### src/rtl/alu_pkg.sv
// Shared constants and the issue-entry type for the ALU decode/issue stage.
// Opcode encodings follow the MIPS-I integer subset handled by the ALU.
package alu_pkg;

    localparam logic [3:0] ALUOP_AND = 4'b0000;
    localparam logic [3:0] ALUOP_OR  = 4'b0001;
    localparam logic [3:0] ALUOP_ADD = 4'b0010;
    localparam logic [3:0] ALUOP_SUB = 4'b0011;
    localparam logic [3:0] ALUOP_SLT = 4'b0100;
    localparam logic [3:0] ALUOP_NOR = 4'b0101;
    localparam logic [3:0] ALUOP_XOR = 4'b0110;
    localparam logic [3:0] ALUOP_SLL = 4'b0111;
    localparam logic [3:0] ALUOP_SRL = 4'b1000;
    localparam logic [3:0] ALUOP_SRA = 4'b1001;

    localparam logic [5:0] OP_RTYPE = 6'h00;
    localparam logic [5:0] OP_BEQ   = 6'h04;
    localparam logic [5:0] OP_BNE   = 6'h05;
    localparam logic [5:0] OP_ADDIU = 6'h09;
    localparam logic [5:0] OP_SLTI  = 6'h0A;
    localparam logic [5:0] OP_ANDI  = 6'h0C;
    localparam logic [5:0] OP_ORI   = 6'h0D;
    localparam logic [5:0] OP_XORI  = 6'h0E;
    localparam logic [5:0] OP_LUI   = 6'h0F;
    localparam logic [5:0] OP_LW    = 6'h23;
    localparam logic [5:0] OP_SW    = 6'h2B;

    localparam logic [5:0] FN_SLL  = 6'h00;
    localparam logic [5:0] FN_SRL  = 6'h02;
    localparam logic [5:0] FN_SRA  = 6'h03;
    localparam logic [5:0] FN_SLLV = 6'h04;
    localparam logic [5:0] FN_SRLV = 6'h06;
    localparam logic [5:0] FN_SRAV = 6'h07;
    localparam logic [5:0] FN_ADDU = 6'h21;
    localparam logic [5:0] FN_SUBU = 6'h23;
    localparam logic [5:0] FN_AND  = 6'h24;
    localparam logic [5:0] FN_OR   = 6'h25;
    localparam logic [5:0] FN_XOR  = 6'h26;
    localparam logic [5:0] FN_NOR  = 6'h27;
    localparam logic [5:0] FN_SLT  = 6'h2A;

    typedef struct packed {
        logic [31:0] a;
        logic [31:0] b;
        logic [3:0]  aluop;
        logic [4:0]  dst;
        logic        wen;
        logic        illegal;
    } issue_entry_t;

    function automatic logic [31:0] sext16(input logic [15:0] imm);
        return {{16{imm[15]}}, imm};
    endfunction

    function automatic logic [31:0] zext16(input logic [15:0] imm);
        return {16'h0000, imm};
    endfunction

endpackage

### src/rtl/alu_issue_stage_if.sv
// Producer-side and consumer-side handshake bundle of the issue stage.
// slave = the stage itself, master = the surrounding fetch/execute logic.
interface alu_issue_stage_if;

    logic        in_valid;
    logic        in_ready;
    logic [31:0] in_instr;
    logic [31:0] in_rs_data;
    logic [31:0] in_rt_data;
    logic        out_valid;
    logic        out_ready;
    logic [31:0] out_a;
    logic [31:0] out_b;
    logic [3:0]  out_aluop;
    logic [4:0]  out_dst;
    logic        out_wen;
    logic        out_illegal;

    modport slave (
        input  in_valid, in_instr, in_rs_data, in_rt_data, out_ready,
        output in_ready, out_valid, out_a, out_b, out_aluop, out_dst, out_wen, out_illegal
    );

    modport master (
        output in_valid, in_instr, in_rs_data, in_rt_data, out_ready,
        input  in_ready, out_valid, out_a, out_b, out_aluop, out_dst, out_wen, out_illegal
    );

endinterface

### src/rtl/alu_op_decode.sv
// Combinational MIPS decode: instruction word plus GPR read data into one issue entry.
// Unsupported encodings still produce an entry, flagged illegal with all payload zeroed.
module alu_op_decode
    import alu_pkg::*;
(
    input  logic [31:0]  i_instr,
    input  logic [31:0]  i_rs_data,
    input  logic [31:0]  i_rt_data,
    output issue_entry_t o_entry
);

    logic [5:0]   w_op;
    logic [5:0]   w_fn;
    logic [4:0]   w_rt;
    logic [4:0]   w_rd;
    logic [4:0]   w_sh;
    logic [15:0]  w_imm;
    logic         w_unused_rs_field;
    logic         w_legal;
    logic         w_writes;
    issue_entry_t w_e;

    assign w_op  = i_instr[31:26];
    assign w_rt  = i_instr[20:16];
    assign w_rd  = i_instr[15:11];
    assign w_sh  = i_instr[10:6];
    assign w_fn  = i_instr[5:0];
    assign w_imm = i_instr[15:0];
    // rs arrives already read from the register file; its index is not needed here
    assign w_unused_rs_field = ^i_instr[25:21];

    always_comb begin
        w_e      = '0;
        w_legal  = 1'b1;
        w_writes = 1'b1;
        w_e.a    = i_rs_data;
        w_e.b    = i_rt_data;
        w_e.dst  = w_rd;
        case (w_op)
            OP_RTYPE: begin
                case (w_fn)
                    FN_ADDU: w_e.aluop = ALUOP_ADD;
                    FN_SUBU: w_e.aluop = ALUOP_SUB;
                    FN_AND:  w_e.aluop = ALUOP_AND;
                    FN_OR:   w_e.aluop = ALUOP_OR;
                    FN_XOR:  w_e.aluop = ALUOP_XOR;
                    FN_NOR:  w_e.aluop = ALUOP_NOR;
                    FN_SLT:  w_e.aluop = ALUOP_SLT;
                    // shifts: A carries the amount, B the value being shifted
                    FN_SLL:  begin w_e.aluop = ALUOP_SLL; w_e.a = {27'b0, w_sh}; end
                    FN_SRL:  begin w_e.aluop = ALUOP_SRL; w_e.a = {27'b0, w_sh}; end
                    FN_SRA:  begin w_e.aluop = ALUOP_SRA; w_e.a = {27'b0, w_sh}; end
                    FN_SLLV: begin w_e.aluop = ALUOP_SLL; w_e.a = {27'b0, i_rs_data[4:0]}; end
                    FN_SRLV: begin w_e.aluop = ALUOP_SRL; w_e.a = {27'b0, i_rs_data[4:0]}; end
                    FN_SRAV: begin w_e.aluop = ALUOP_SRA; w_e.a = {27'b0, i_rs_data[4:0]}; end
                    default: w_legal = 1'b0;
                endcase
            end
            OP_ADDIU: begin w_e.aluop = ALUOP_ADD; w_e.b = sext16(w_imm); w_e.dst = w_rt; end
            OP_SLTI:  begin w_e.aluop = ALUOP_SLT; w_e.b = sext16(w_imm); w_e.dst = w_rt; end
            OP_ANDI:  begin w_e.aluop = ALUOP_AND; w_e.b = zext16(w_imm); w_e.dst = w_rt; end
            OP_ORI:   begin w_e.aluop = ALUOP_OR;  w_e.b = zext16(w_imm); w_e.dst = w_rt; end
            OP_XORI:  begin w_e.aluop = ALUOP_XOR; w_e.b = zext16(w_imm); w_e.dst = w_rt; end
            OP_LUI: begin
                w_e.aluop = ALUOP_SLL;
                w_e.a     = 32'd16;
                w_e.b     = zext16(w_imm);
                w_e.dst   = w_rt;
            end
            OP_LW:    begin w_e.aluop = ALUOP_ADD; w_e.b = sext16(w_imm); w_e.dst = w_rt; end
            OP_SW: begin
                w_e.aluop = ALUOP_ADD;
                w_e.b     = sext16(w_imm);
                w_e.dst   = 5'd0;
                w_writes  = 1'b0;
            end
            OP_BEQ, OP_BNE: begin
                w_e.aluop = ALUOP_SUB;
                w_e.dst   = 5'd0;
                w_writes  = 1'b0;
            end
            default: w_legal = 1'b0;
        endcase
        if (!w_legal) begin
            w_e         = '0;
            w_e.illegal = 1'b1;
        end else begin
            w_e.wen = w_writes && (w_e.dst != 5'd0);
        end
    end

    assign o_entry = w_e;

endmodule

### src/rtl/alu_issue_stage.sv
// Decode/issue stage feeding the ALU: decoded entries pass through a main + skid
// register pair so in_ready can be a flop with no path from out_ready.
module alu_issue_stage (
    input  logic              clk,
    input  logic              rst,
    input  logic              flush,
    alu_issue_stage_if.slave  bus
);
    import alu_pkg::*;

    issue_entry_t w_dec;
    issue_entry_t r_main;
    issue_entry_t r_skid;
    logic         r_main_vld;
    logic         r_skid_vld;
    logic         r_in_ready;
    logic         w_accept;
    logic         w_issue;

    alu_op_decode u_dec (
        .i_instr   (bus.in_instr),
        .i_rs_data (bus.in_rs_data),
        .i_rt_data (bus.in_rt_data),
        .o_entry   (w_dec)
    );

    assign w_accept = bus.in_valid && r_in_ready;
    assign w_issue  = r_main_vld && bus.out_ready;

    // r_in_ready is always the inverse of r_skid_vld; kept as its own flop for timing
    always_ff @(posedge clk or posedge rst) begin
        if (rst) begin
            r_main     <= '0;
            r_skid     <= '0;
            r_main_vld <= 1'b0;
            r_skid_vld <= 1'b0;
            r_in_ready <= 1'b1;
        end else if (flush) begin
            // an issue coinciding with flush already completed on the consumer side
            r_main_vld <= 1'b0;
            r_skid_vld <= 1'b0;
            r_in_ready <= 1'b1;
        end else if (w_issue) begin
            if (r_skid_vld) begin
                r_main     <= r_skid;
                r_skid_vld <= 1'b0;
                r_in_ready <= 1'b1;
            end else if (w_accept) begin
                r_main <= w_dec;
            end else begin
                r_main_vld <= 1'b0;
            end
        end else if (w_accept) begin
            if (!r_main_vld) begin
                r_main     <= w_dec;
                r_main_vld <= 1'b1;
            end else begin
                r_skid     <= w_dec;
                r_skid_vld <= 1'b1;
                r_in_ready <= 1'b0;
            end
        end
    end

    assign bus.in_ready    = r_in_ready;
    assign bus.out_valid   = r_main_vld;
    assign bus.out_a       = r_main.a;
    assign bus.out_b       = r_main.b;
    assign bus.out_aluop   = r_main.aluop;
    assign bus.out_dst     = r_main.dst;
    assign bus.out_wen     = r_main.wen;
    assign bus.out_illegal = r_main.illegal;

endmodule

### src/flat_wrapper.sv
// flat-port wrapper written by rule: the top's interface ports become plain ports
module alu_issue_stage_flat import alu_pkg::*;
  (clk, rst, flush, bus_in_valid, bus_in_instr, bus_in_rs_data, bus_in_rt_data, bus_out_ready, bus_in_ready, bus_out_valid, bus_out_a, bus_out_b, bus_out_aluop, bus_out_dst, bus_out_wen, bus_out_illegal);
  alu_issue_stage_if bus_i ();
  input  logic clk;
  input  logic rst;
  input  logic flush;
  input wire logic [$bits(bus_i.in_valid)-1:0] bus_in_valid;
  input wire logic [$bits(bus_i.in_instr)-1:0] bus_in_instr;
  input wire logic [$bits(bus_i.in_rs_data)-1:0] bus_in_rs_data;
  input wire logic [$bits(bus_i.in_rt_data)-1:0] bus_in_rt_data;
  input wire logic [$bits(bus_i.out_ready)-1:0] bus_out_ready;
  output wire logic [$bits(bus_i.in_ready)-1:0] bus_in_ready;
  output wire logic [$bits(bus_i.out_valid)-1:0] bus_out_valid;
  output wire logic [$bits(bus_i.out_a)-1:0] bus_out_a;
  output wire logic [$bits(bus_i.out_b)-1:0] bus_out_b;
  output wire logic [$bits(bus_i.out_aluop)-1:0] bus_out_aluop;
  output wire logic [$bits(bus_i.out_dst)-1:0] bus_out_dst;
  output wire logic [$bits(bus_i.out_wen)-1:0] bus_out_wen;
  output wire logic [$bits(bus_i.out_illegal)-1:0] bus_out_illegal;
  assign bus_i.in_valid = bus_in_valid;
  assign bus_i.in_instr = bus_in_instr;
  assign bus_i.in_rs_data = bus_in_rs_data;
  assign bus_i.in_rt_data = bus_in_rt_data;
  assign bus_i.out_ready = bus_out_ready;
  assign bus_in_ready = bus_i.in_ready;
  assign bus_out_valid = bus_i.out_valid;
  assign bus_out_a = bus_i.out_a;
  assign bus_out_b = bus_i.out_b;
  assign bus_out_aluop = bus_i.out_aluop;
  assign bus_out_dst = bus_i.out_dst;
  assign bus_out_wen = bus_i.out_wen;
  assign bus_out_illegal = bus_i.out_illegal;
  alu_issue_stage u_core (.clk(clk), .rst(rst), .flush(flush), .bus(bus_i));
endmodule
### config.mk
export PLATFORM = sky130hd
export DESIGN_NAME = alu_issue_stage_flat
export DESIGN_NICKNAME = d
export VERILOG_FILES = /design/src/rtl/alu_pkg.sv /design/src/rtl/alu_issue_stage_if.sv /design/src/rtl/alu_op_decode.sv /design/src/rtl/alu_issue_stage.sv /design/src/flat_wrapper.sv
export SDC_FILE = /design/constraint.sdc
export NUM_CORES = 1
export LEC_CHECK = 0
export CELL_PAD_IN_SITES_DETAIL_PLACEMENT = 0
export CELL_PAD_IN_SITES_GLOBAL_PLACEMENT = 2
export CORE_ASPECT_RATIO = 2
export CORE_MARGIN = 1
export CORE_UTILIZATION = 30
export DETAILED_ROUTE_END_ITERATION = 10
export PLACE_DENSITY_LB_ADDON = 0.1
export SYNTH_ARGS = -nofsm -noshare
export SYNTH_HDL_FRONTEND = slang
export SYNTH_SLANG_ARGS = --single-unit
export TNS_END_PERCENT = 10
### constraint.sdc
create_clock -name clk -period 6.8 [get_ports clk]
set_input_delay 2.04 -clock clk [delete_from_list [all_inputs] [get_ports clk]]
set_output_delay 2.04 -clock clk [all_outputs]
set_load 0.01 [all_outputs]
-- Yosys cells after proc, flatten, opt, wreduce, memory -nomap -nowiden
Cells that the tools add are included.
W data, S select, Z words.
- flip-flop bits (word level): 153
- latch bits: 0
- memory bits (writable): 0
- memory bits (read-only): 0
- input bits: 101
- output and inout bits: 77
- logic and storage cells: 102
- memories: 0
- $add $sub $neg: 0
- multiply operators: 0
- div/mod/pow operators: 0
- $lt $le $gt $ge: 0
- eq/ne operators: 26
- shift operators: 0
- muxes and demuxes: 31
- bitwise logic cells: 2
- reductions and logical operators: 28
- operator list (operator ; count):
    $mux W75 ; 5
    $pmux W32 S2 ; 3
    $mux W73 ; 1
    $eq A6 B6 Y1 const B ; 9
    $eq A6 B4 Y1 const B ; 6
    $pmux W4 S9 ; 1
    $eq A6 B3 Y1 const B ; 5
    $pmux W4 S7 ; 1
    $mux W1 ; 18
    $reduce_or A13 Y1 ; 1
    $eq A6 B2 Y1 const B ; 2
    $logic_not A6 Y1 ; 2
    $reduce_or A3 Y1 ; 4
    $pmux W5 S2 ; 1
    $reduce_or A10 Y1 ; 1
    $reduce_and A4 Y1 ; 2
    $reduce_or A2 Y1 ; 4
    $reduce_or A4 Y1 ; 2
    $reduce_or A7 Y1 ; 1
    $ne A3 B3 Y1 const B ; 2
    $reduce_and A3 Y1 ; 2
    $reduce_bool A3 Y1 ; 2
    $reduce_bool A5 Y1 ; 1
    $reduce_bool A2 Y1 ; 2
    6 further kinds ; 9

-- Logic depth before layout (Yosys ltp)
Gate-level depths: netlist of run 1.
- word-level depth: 9
- gate-level depth with buffers: 9
- gate-level depth less buffers: 6

-- Cells and area by module
A second synthesis of run 1 with hierarchy kept.
- cells, all modules: 647
- area total of the unflattened synthesis: 8137.8 sq um
- by module, submodules not included (module ; times used ; cells an instance ; area an instance (sq um) ; seq. area each (sq um)):
    alu_issue_stage ; 1 ; 418 ; 6814.0 ; 3829.9
    alu_op_decode ; 1 ; 229 ; 1323.8 ; 0.0

-- Least setup slack after synthesis of run 1
No wires, ideal clock.
- kind: input to register
- start point: input port bus_in_instr[26]
- end point: register u_core.r_main, in the netlist u_core.bus.out_b[17]
- library setup time: 0.074 ns
- arrival time: 3.632 ns
- required time: 6.726 ns
- path slack: 3.094 ns
- cell stages on the path: 9
- path buffers: 3
- cells stage by stage: buf_6 nor4_4 nand3b_2 a21oi_2 nor2_2 or3_1 buf_2 buf_6 o21ai_2
- longest elaborated chain between the ends: 7
- elaborated cells between the ends (all ways): 22
- those cells by class: eq/ne (10); mux (8); reduce/logical (4)
- ends and longest elaborated chain (element ; line ; text):
    start, declared ; flat_wrapper.sv:9 ; input wire logic [$bits(bus_i.in_instr)-1:0] bus_in_instr;
    $eq A6 B3 Y1 (tied with other cells) ; alu_op_decode.sv:39 ; case (w_op)
    $reduce_or A10 Y1 (no source line) or $reduce_or A4 Y1 (tied branches) ; n/a ;
    $pmux W1 S2 or $pmux W32 S2 (tied branches) ; alu_op_decode.sv:39 ;
    $mux W73 (*) ; alu_op_decode.sv:84 ; if (!w_legal) begin
    $mux W75, on equally long branches ; alu_issue_stage.sv:54, alu_issue_stage.sv:48 ;
    $mux W75, on equally long branches ; alu_issue_stage.sv:53, alu_issue_stage.sv:44 ;
    $mux W75 (*) ; alu_issue_stage.sv:43 ; end else if (w_issue) begin
    end signal, assigned ; alu_issue_stage.sv:45 ; r_main <= r_skid;
    end signal, assigned ; alu_issue_stage.sv:49 ; r_main <= w_dec;
    end signal, assigned ; alu_issue_stage.sv:55 ; r_main <= w_dec;
    end, declared ; alu_issue_stage.sv:12 ; issue_entry_t r_main;
Mark *: on every way between the ends. The rest lies on a longest branch, timed or not. The select of a mux whose other input is x is not followed.
A chain may end at the register's enable or synchronous reset.

-- Worst setup path after layout of run 1
- start point: input port bus_in_instr[28]
- end point: register u_core.r_skid[27] (netlist name)
- longest elaborated chain between the ends: 4
- elaborated cells between the ends (all ways): 17
- those cells by class: eq/ne (10); mux (3); reduce/logical (4)
- ends and longest elaborated chain (element ; line ; text):
    $eq A6 B3 Y1 (tied with other cells) ; alu_op_decode.sv:39 ;
    $reduce_or A10 Y1 (no source line) or $reduce_or A4 Y1 (tied branches) ; n/a ;
    $pmux W1 S2 or $pmux W32 S2 (tied branches) ; alu_op_decode.sv:39 ;
    $mux W73 (*) ; alu_op_decode.sv:84 ;
    end signal, assigned ; alu_issue_stage.sv:58 ; r_skid <= w_dec;
    end, declared ; alu_issue_stage.sv:13 ; issue_entry_t r_skid;
Mark *: on every way between the ends. The rest lies on a longest branch, timed or not.

==> metrics.md, run 1 <==
| Metric | Value |
|---|---|
| Initial DRT Pass Iterations | `5` |
| Number of remaining DRC errors | `0` |
| Initial core utilization | `between 30 and 40%` |
| Final layout net count | `1059` |
| Post-synth net total | `936` |
| CTS root buf | `sky130_fd_sc_hd__clkbuf_16` |
| R2R setup slack | `approximately 4.5 ns` |
| Most instantiated library cell after synthesis | `sky130_fd_sc_hd__dfrtp_1` |
| Placed wire-length estimate after detailed placement | `about 15 mm` |
| Count of input and output buffers | `between 150 and 200` |
| Leakage power summed over all cells | `roughly 4.4 nW` |
| RR Endpoint | `u_core.r_skid[22]$_DFFE_PP0P_` |
| Final Critical Period | `roughly 4.8 ns` |
| Synth area leader | `sky130_fd_sc_hd__dfrtp_1` |
| Final Max Slew Viols | `0` |
| Combinational family with the most area after synthesis | `compound AO/OA/AOI/OAI gates` |
| Max Fanout on Critical Path | `23` |
| Fill cell count | `about 2500` |
| P&R area growth vs syn | `34.08%` |
| Final setup margin | `2.039 ns` |
| Share of synthesized registers carrying an async set or reset | `100.0%` |
| Run status | `completed` |
| Worst Setup End Kind | `register` |
| Number of global-route vias before repair | `6711` |
| Number of setup violations in the final report | `0` |
| Die Width | `113.6 um` |
| Leading post-synthesis cells by instance count | `sky130_fd_sc_hd__dfrtp_1, sky130_fd_sc_hd__a21oi_1, sky130_fd_sc_hd__nand2_1` |
| Yosys top cell area share | `between 50% and 60%` |
| Setup repair after global routing missed its margin | `false` |
| TritonCTS buffer count | `17` |
| Overflow left after global routing | `0` |
| Summed negative setup slack over all endpoints | `0 ns` |
| Slowest-stage cell, CP | `sky130_fd_sc_hd__a21o_1` |
| Total vias in the final route | `slightly below 7000` |
| Count of cells along the worst hold path | `2` |
| Largest cells by area after synthesis | `sky130_fd_sc_hd__dfrtp_1, sky130_fd_sc_hd__a21oi_1, sky130_fd_sc_hd__nand2_1, sky130_fd_sc_hd__o31ai_1, sky130_fd_sc_hd__nand3_1` |
| Cts repair resizes | `0` |
| Hold Violations, Final | `0` |
| Transition time of the tightest slew-check pin | `1.280 ns` |
| Cell Area, Placed | `between 9000 and 10000 um^2` |
| Power Dens Cells | `267.1 nW/um^2` |
| Worst flop-to-flop path startpoint | `u_core.bus.in_ready$_DFFE_PP1P_` |
| Insertion delay to the later sink of the worst-skew pair | `0.43 ns` |
| Share of the synthesized area in compound gates (AO/OA/AOI/OAI) | `between 20% and 30%` |
| Overall routing resource usage | `between 20% and 30%` |
| Number of warning messages in the yosys log | `0` |
| Distinct cell type count of the synthesized netlist | `55` |
| Synth Register Bits | `approximately 150` |
| Fmax | `210.0 MHz` |
| Sequential cell area | `between 3000 and 4000 um^2` |
| Setup skew after layout | `just under 0.01 ns` |
| Count of antenna-violating nets left after detailed routing | `0` |
| Sequential fraction of the synthesis area | `between 50 and 60%` |
| Buffer levels on the longest clock path | `2` |
| Data required, critical path | `7.12 ns` |
| Number of top-level design ports | `approximately 180` |
| Critical path class | `in -> reg` |
| Wire length of the first global-routing pass | `around 39 mm` |
| Hold path startpoint | `u_core.r_skid[74]$_DFFE_PP0P_` |
| Critical Path AT | `slightly above 5 ns` |
| Synthesized instance count | `around 840` |
| Max-cap violation count | `0` |
| Critical path startpoint category | `input port` |
| Multiplexer fraction of the synthesized cell area | `under 10%` |
| Number of vias per cell | `approximately 5.2` |
| Post-layout instance area | `around 10000 um^2` |
| Setup Fix Bufs, Post-CTS | `0` |
| Number of sinks on the clock net | `~150` |
| Initial antenna violation count | `0` |
| Final WL | `between 20 and 25 mm` |
| Area share of xor/xnor cells in the synthesized design | `less than 1%` |
| Setup WS pre-CTS | `~1.6 ns` |
| Hold WC Path Type | `reg -> reg` |
| CTS Hold Buffers Added | `0` |
| Worst-path cell chain | `clkdlybuf4s50_1, and3b_1, o21ai_1, a21o_1, buf_4, a21oi_1, o31ai_1` |
| Count of flip-flops with a built-in enable after synthesis | `0` |
| Period Utilization, post-route | `70.01%` |
| Detail-routed net length per standard cell | `18.82 um` |
| Primary FF master, synth | `sky130_fd_sc_hd__dfrtp_1` |
| Die Span Y | `between 200 and 250 um` |
| Number of placement rows | `just over 80` |
| Hold_ws | `around 0.47 ns` |
| Max IR drop VDD | `roughly 0.13 mV` |
| Detailed Route Iter0 Violations | `308` |
| Maximum number of pins on one net before global-route repair | `~100` |
| Full die area | `roughly 26000 um^2` |
| Cell area after synthesis | `7468 um^2` |
| Slew HR | `14.68%` |
| Final weighted congestion in routability-driven placement | `approximately 0.76` |
| Clock edge transition at the registers on the reported setup and hold paths | `approximately 0.060 ns` |
| Worst hold path endpoint | `u_core.r_skid[74]$_DFFE_PP0P_` |
| Proportion of layout cells with a drive suffix above 1 | `6.694%` |
| Cell depth of the worst flop-to-flop path | `4` |
| Placeable Area | `~24000 um^2` |
| CP max stage delay | `just over 1 ns` |
| ANT cells | `0` |
| Synthesized-area fraction occupied by adder cells | `0%` |
| Syn_area_per_cell | `8.944 um^2` |
| Simple-gate area share of the yosys netlist | `about a fifth` |
| Post-layout power | `2.675 mW` |
| Clock tree from TritonCTS | `done` |
| Level count of the clock H-tree | `4` |
| Multi-input gate area | `3301 um^2` |
-- per-stage QoR --
step,utilization [%],instances
5_1_grt,41.00,1303
4_1_cts,41.00,1303
3_3_place_gp,38.43,1271
6_report,41.00,1303
2_1_floorplan,-,835
3_5_place_dp,38.43,1271
-- placed cells by master (no fill, tap or decap), types with 18 or more instances in the layout --
cell type                         count
sky130_fd_sc_hd__a21oi_1            148
sky130_fd_sc_hd__and3_1              20
sky130_fd_sc_hd__clkdlybuf4s50_1    172
sky130_fd_sc_hd__dfrtp_1            152
sky130_fd_sc_hd__mux2i_1             18
sky130_fd_sc_hd__nand2_1            117
sky130_fd_sc_hd__nand3_1             60
sky130_fd_sc_hd__nor2_1              58
sky130_fd_sc_hd__o31ai_1             46
sky130_fd_sc_hd__or3_1               21
-- metal layers --
layer	track usage [%]	vias to the layer above	share of wire [%]
met4	6.537	0	1.8
li1	-	3202	-
met3	4.680	22	4.2
met2	36.07	176	54
met5	0	-	0
met1	22.99	3341	40
-- kinds of logic after synthesis --
kind of cell    after synthesis
xor+xnor                      1
flops                       153
compound gates              271
buf+inv                      87
mux                          18
simple gates                305
-- worst max-delay path, delay by kind of cell --
kind                   cells  cell delay, ns
buffers and inverters      2            1.15
AND/OR/NAND/NOR            1            0.27
AO/OA/AOI/OAI              4            1.61
-- power by group --
| group | switching (mW) | internal, mW |
|---|---|---|
| Clock | 0.371 | 0.636 |
| Sequential | 0.0730 | 1.04 |
| Combinational | 0.278 | 0.282 |
-- sequential cells by signal (all words and copies together), names as in the netlist --
register / cells
u_core.bus.out_valid: 1
u_core.bus.out_aluop: 4
u_core.bus.out_b: 32
u_core.r_skid: 75
u_core.bus.out_wen: 1
u_core.bus.out_a: 32
u_core.bus.in_ready: 1
u_core.bus.out_illegal: 1
u_core.r_skid_vld: 1
u_core.bus.out_dst: 5
-- worst max-delay path by stage --
stage / from / to / slack, ns
after global placement: bus_in_instr[28] / u_core.bus.out_b[4]$_DFFE_PP0P_ / 1.64
final: bus_in_instr[28] / u_core.r_skid[27]$_DFFE_PP0P_ / 2.04
after detailed placement: bus_in_instr[28] / u_core.bus.out_b[5]$_DFFE_PP0P_ / 1.59
after CTS: bus_in_instr[28] / u_core.bus.out_b[4]$_DFFE_PP0P_ / 2.06
after floorplan: rst / u_core.bus.out_a[0]$_DFFE_PP0P_ / 0.64
after global routing: bus_in_instr[29] / u_core.bus.out_a[23]$_DFFE_PP0P_ / 1.82
-- cell type report --
cell class	instances	area share [%]
clock buffer	26	5.186
clock inverter	6	1.087
inverter	8	0.3499
multi-input combinational	595	32.96
sequential	153	38.25
tap	332	4.148
timing repair buffer	183	18.02
Note: power is estimated with default switching activity, not from simulation.
==> run 2: changes to the inputs <==
- clock period: 6.8 -> 4.8 ns (I/O delays scaled with it)
==> run 2 against run 1 <==
Net effect: hold slack hardly changed; via count is 0.15% lower; flip-flop and latch count stayed put; global-route usage is 0.22 points lower; clock skew is 0.0043 ns lower; sequential power is 41% higher; critical path type unchanged; non-clock buffer count is 9 higher; sequential share of layout area is 0.25 points lower; first-iteration DRC count is 32% higher; clock-buffer cell count is 2 lower; clock power is 33% higher; final cell count is 0.69% higher.
==> metrics.md, run 2 (synthesis gave the netlist of run 1 again) <==
| Metric | Value |
|---|---|
| Fmax | `between 200 and 300 MHz` |
| Initial DRT Pass Iterations | `4` |
| Data required, critical path | `about 5.1 ns` |
| Hold_ws | `~0.47 ns` |
| Setup Fix Bufs, Post-CTS | `0` |
| Cell depth of the worst flop-to-flop path | `6` |
| Post-layout utilization of the core | `between 40% and 50%` |
| Detailed Route Iter0 Violations | `~410` |
| Count of antenna-violating nets left after detailed routing | `0` |
| Number of top-level design ports | `roughly 180` |
| Switching Share | `approximately 28%` |
| Placeable Area | `roughly 24000 um^2` |
| Relative contribution of sequential cells to total power | `a little over two fifths` |
| Worst Setup End Kind | `register` |
| Top library cells by usage in the layout, fill and taps aside | `sky130_fd_sc_hd__clkdlybuf4s50_1, sky130_fd_sc_hd__dfrtp_1, sky130_fd_sc_hd__a21oi_1` |
| Number of setup violations in the final report | `0` |
| CTS root buf | `sky130_fd_sc_hd__clkbuf_16` |
| Critical path class | `in -> reg` |
| Detail-routed net length per standard cell | `18.60 um` |
| Final Max Slew Viols | `0` |
| Max Fanout on Critical Path | `28` |
| Worst flop-to-flop path startpoint | `u_core.bus.out_valid$_DFFE_PP0P_` |
| Hold path startpoint | `u_core.r_skid[59]$_DFFE_PP0P_` |
| Number of global-route vias before repair | `approximately 6700` |
| Biggest register | `u_core.r_skid` |
| Setup skew after layout | `between 0.005 and 0.006 ns` |
| Transition time of the tightest slew-check pin | `1.056 ns` |
| Post-layout instance area | `a little over 10000 um^2` |
| Final Critical Period | `3.818 ns` |
| Overflow left after global routing | `0` |
| Cell-internal power | `~2.7 mW` |
| P&R area growth vs syn | `34.95%` |
| Number of placement rows | `just over 80` |
| Run status | `completed` |
| Initial antenna violation count | `1` |
| TritonCTS buffer count | `17` |
| Critical path startpoint category | `input port` |
| Overall routing resource usage | `roughly a fifth` |
| Number of remaining DRC errors | `0` |
| Insertion delay to the later sink of the worst-skew pair | `~0.43 ns` |
| Full die area | `about 26000 um^2` |
| Power Dens Cells | `roughly 370 nW/um^2` |
| Final WL | `roughly 24 mm` |
| Hold WC Path Type | `reg -> reg` |
| Critical Path AT | `around 4.1 ns` |
| Worst hold path endpoint | `u_core.r_skid[59]$_DFFE_PP0P_` |
| Clock edge transition at the registers on the reported setup and hold paths | `approximately 0.060 ns` |
| Leakage power summed over all cells | `~4.4 nW` |
| Fill cell count | `between 2000 and 3000` |
| Clock network power share | `between 30 and 40%` |
| Wire length of the first global-routing pass | `38.15 mm` |
| Die Span Y | `~230 um` |
| Summed negative setup slack over all endpoints | `0 ns` |
| Cts repair resizes | `0` |
| Reported net switching power | `1.030 mW` |
| Count of input and output buffers | `approximately 170` |
| Placed wire-length estimate after detailed placement | `15.93 mm` |
| Max IR drop VDD | `roughly 0.18 mV` |
| Cell Area, Placed | `around 9500 um^2` |
| Setup WS pre-CTS | `between 0.5 and 0.6 ns` |
| Final setup margin | `0.9822 ns` |
| Number of cells in the design after placement | `roughly 1300` |
| Max FFs per register | `75` |
| Final weighted congestion in routability-driven placement | `between 0.7 and 0.8` |
| Hold Violations, Final | `0` |
| Number of sinks on the clock net | `approximately 150` |
| Comb pwr share | `between 20% and 30%` |
| CTS Hold Buffers Added | `0` |
| Maximum number of pins on one net before global-route repair | `98` |
| Level count of the clock H-tree | `4` |
| RR Endpoint | `u_core.bus.out_a[0]$_DFFE_PP0P_` |
| Initial core utilization | `between 30% and 40%` |
| Setup repair after global routing missed its margin | `false` |
| Fin cells | `between 1000 and 1500` |
| Max-cap violation count | `0` |
| Die Width | `between 100 and 150 um` |
| R2R setup slack | `~2.6 ns` |
| Proportion of layout cells with a drive suffix above 1 | `7.354%` |
| Total vias in the final route | `6731` |
| Count of cells along the worst hold path | `2` |
| Clock tree from TritonCTS | `done` |
| Number of vias per cell | `roughly 5.1` |
| Final layout net count | `1068` |
| Most common cell after layout, fill and taps aside | `sky130_fd_sc_hd__clkdlybuf4s50_1` |
| Period Utilization, post-route | `around four fifths` |
| Post-layout power | `~3.7 mW` |
| Slew HR | `29.61%` |
| Buffer levels on the longest clock path | `2` |
==> run 2: cell count changes in the layout (fill, tap and decap cells not counted), sizes merged <==
| cell | delta |
|---|---|
| buf | +9 |
| bufinv | -1 |
| clkbuf | -2 |
| clkinv | +2 |
| clkinvlp | +1 |
| diode | +1 |
| inv | -1 |
==> run 2: critical path: stages <==
cell and delay, ns:
sky130_fd_sc_hd__clkdlybuf4s50_1 0.64, sky130_fd_sc_hd__nor3b_2 0.29, sky130_fd_sc_hd__o21ai_1 0.26, sky130_fd_sc_hd__o2bb2ai_1 0.19, sky130_fd_sc_hd__nor2_4 0.62, sky130_fd_sc_hd__buf_4 0.41
sky130_fd_sc_hd__o31ai_1 0.13, sky130_fd_sc_hd__o21a_1 0.14
==> run 2: worst max-delay path by stage <==
stage / start / endpoint / cells after the start / slack (ns)
after floorplan: rst / u_core.bus.out_a[0]$_DFFE_PP0P_ / 1 / 1.43
final: bus_in_instr[29] / u_core.bus.out_dst[1]$_DFFE_PP0P_ / 8 / 0.98
after CTS: bus_in_instr[29] / u_core.bus.out_dst[1]$_DFFE_PP0P_ / 8 / 0.98
after global placement: bus_in_instr[29] / u_core.bus.out_dst[1]$_DFFE_PP0P_ / 8 / 0.59
after global routing: bus_in_instr[29] / u_core.bus.out_dst[1]$_DFFE_PP0P_ / 8 / 0.82
after detailed placement: bus_in_instr[29] / u_core.bus.out_dst[1]$_DFFE_PP0P_ / 8 / 0.52
==> run 2: layout make-up <==
type / count / area (um^2) / share of cell area (%)
Clock buffer: 24 / 481.7 / 4.780
Timing Repair Buffer: 192 / 1922 / 19.07
Tap cell: 332 / 415.4 / 4.122
Multi-Input combinational cell: 595 / 3301 / 32.75
Clock inverter: 7 / 92.59 / 0.9187
Antenna cell: 1 / 2.502 / 0.02483
Sequential cell: 153 / 3830 / 38.00
Inverter: 8 / 33.78 / 0.3352
==> run 2: routing by layer <==
metal  part of all wire (%)  vias to the layer above  global-route usage (%)
met5                      0                        -                       0
met4                    2.0                        0                   7.343
met3                    3.9                       24                   3.739
met2                     55                      172                   35.84
met1                     40                     3307                   22.80
li1                       -                     3228                       -
==> run 2: power groups by stage <==
stage	Clock (mW)	Combinational (mW)	Sequential, mW
floorplan	0	0.321	1.63
global placement	0	0.800	1.59
detailed placement	0	0.810	1.60
CTS	1.38	0.814	1.58
global route	1.43	0.876	1.60
finish	1.34	0.799	1.57
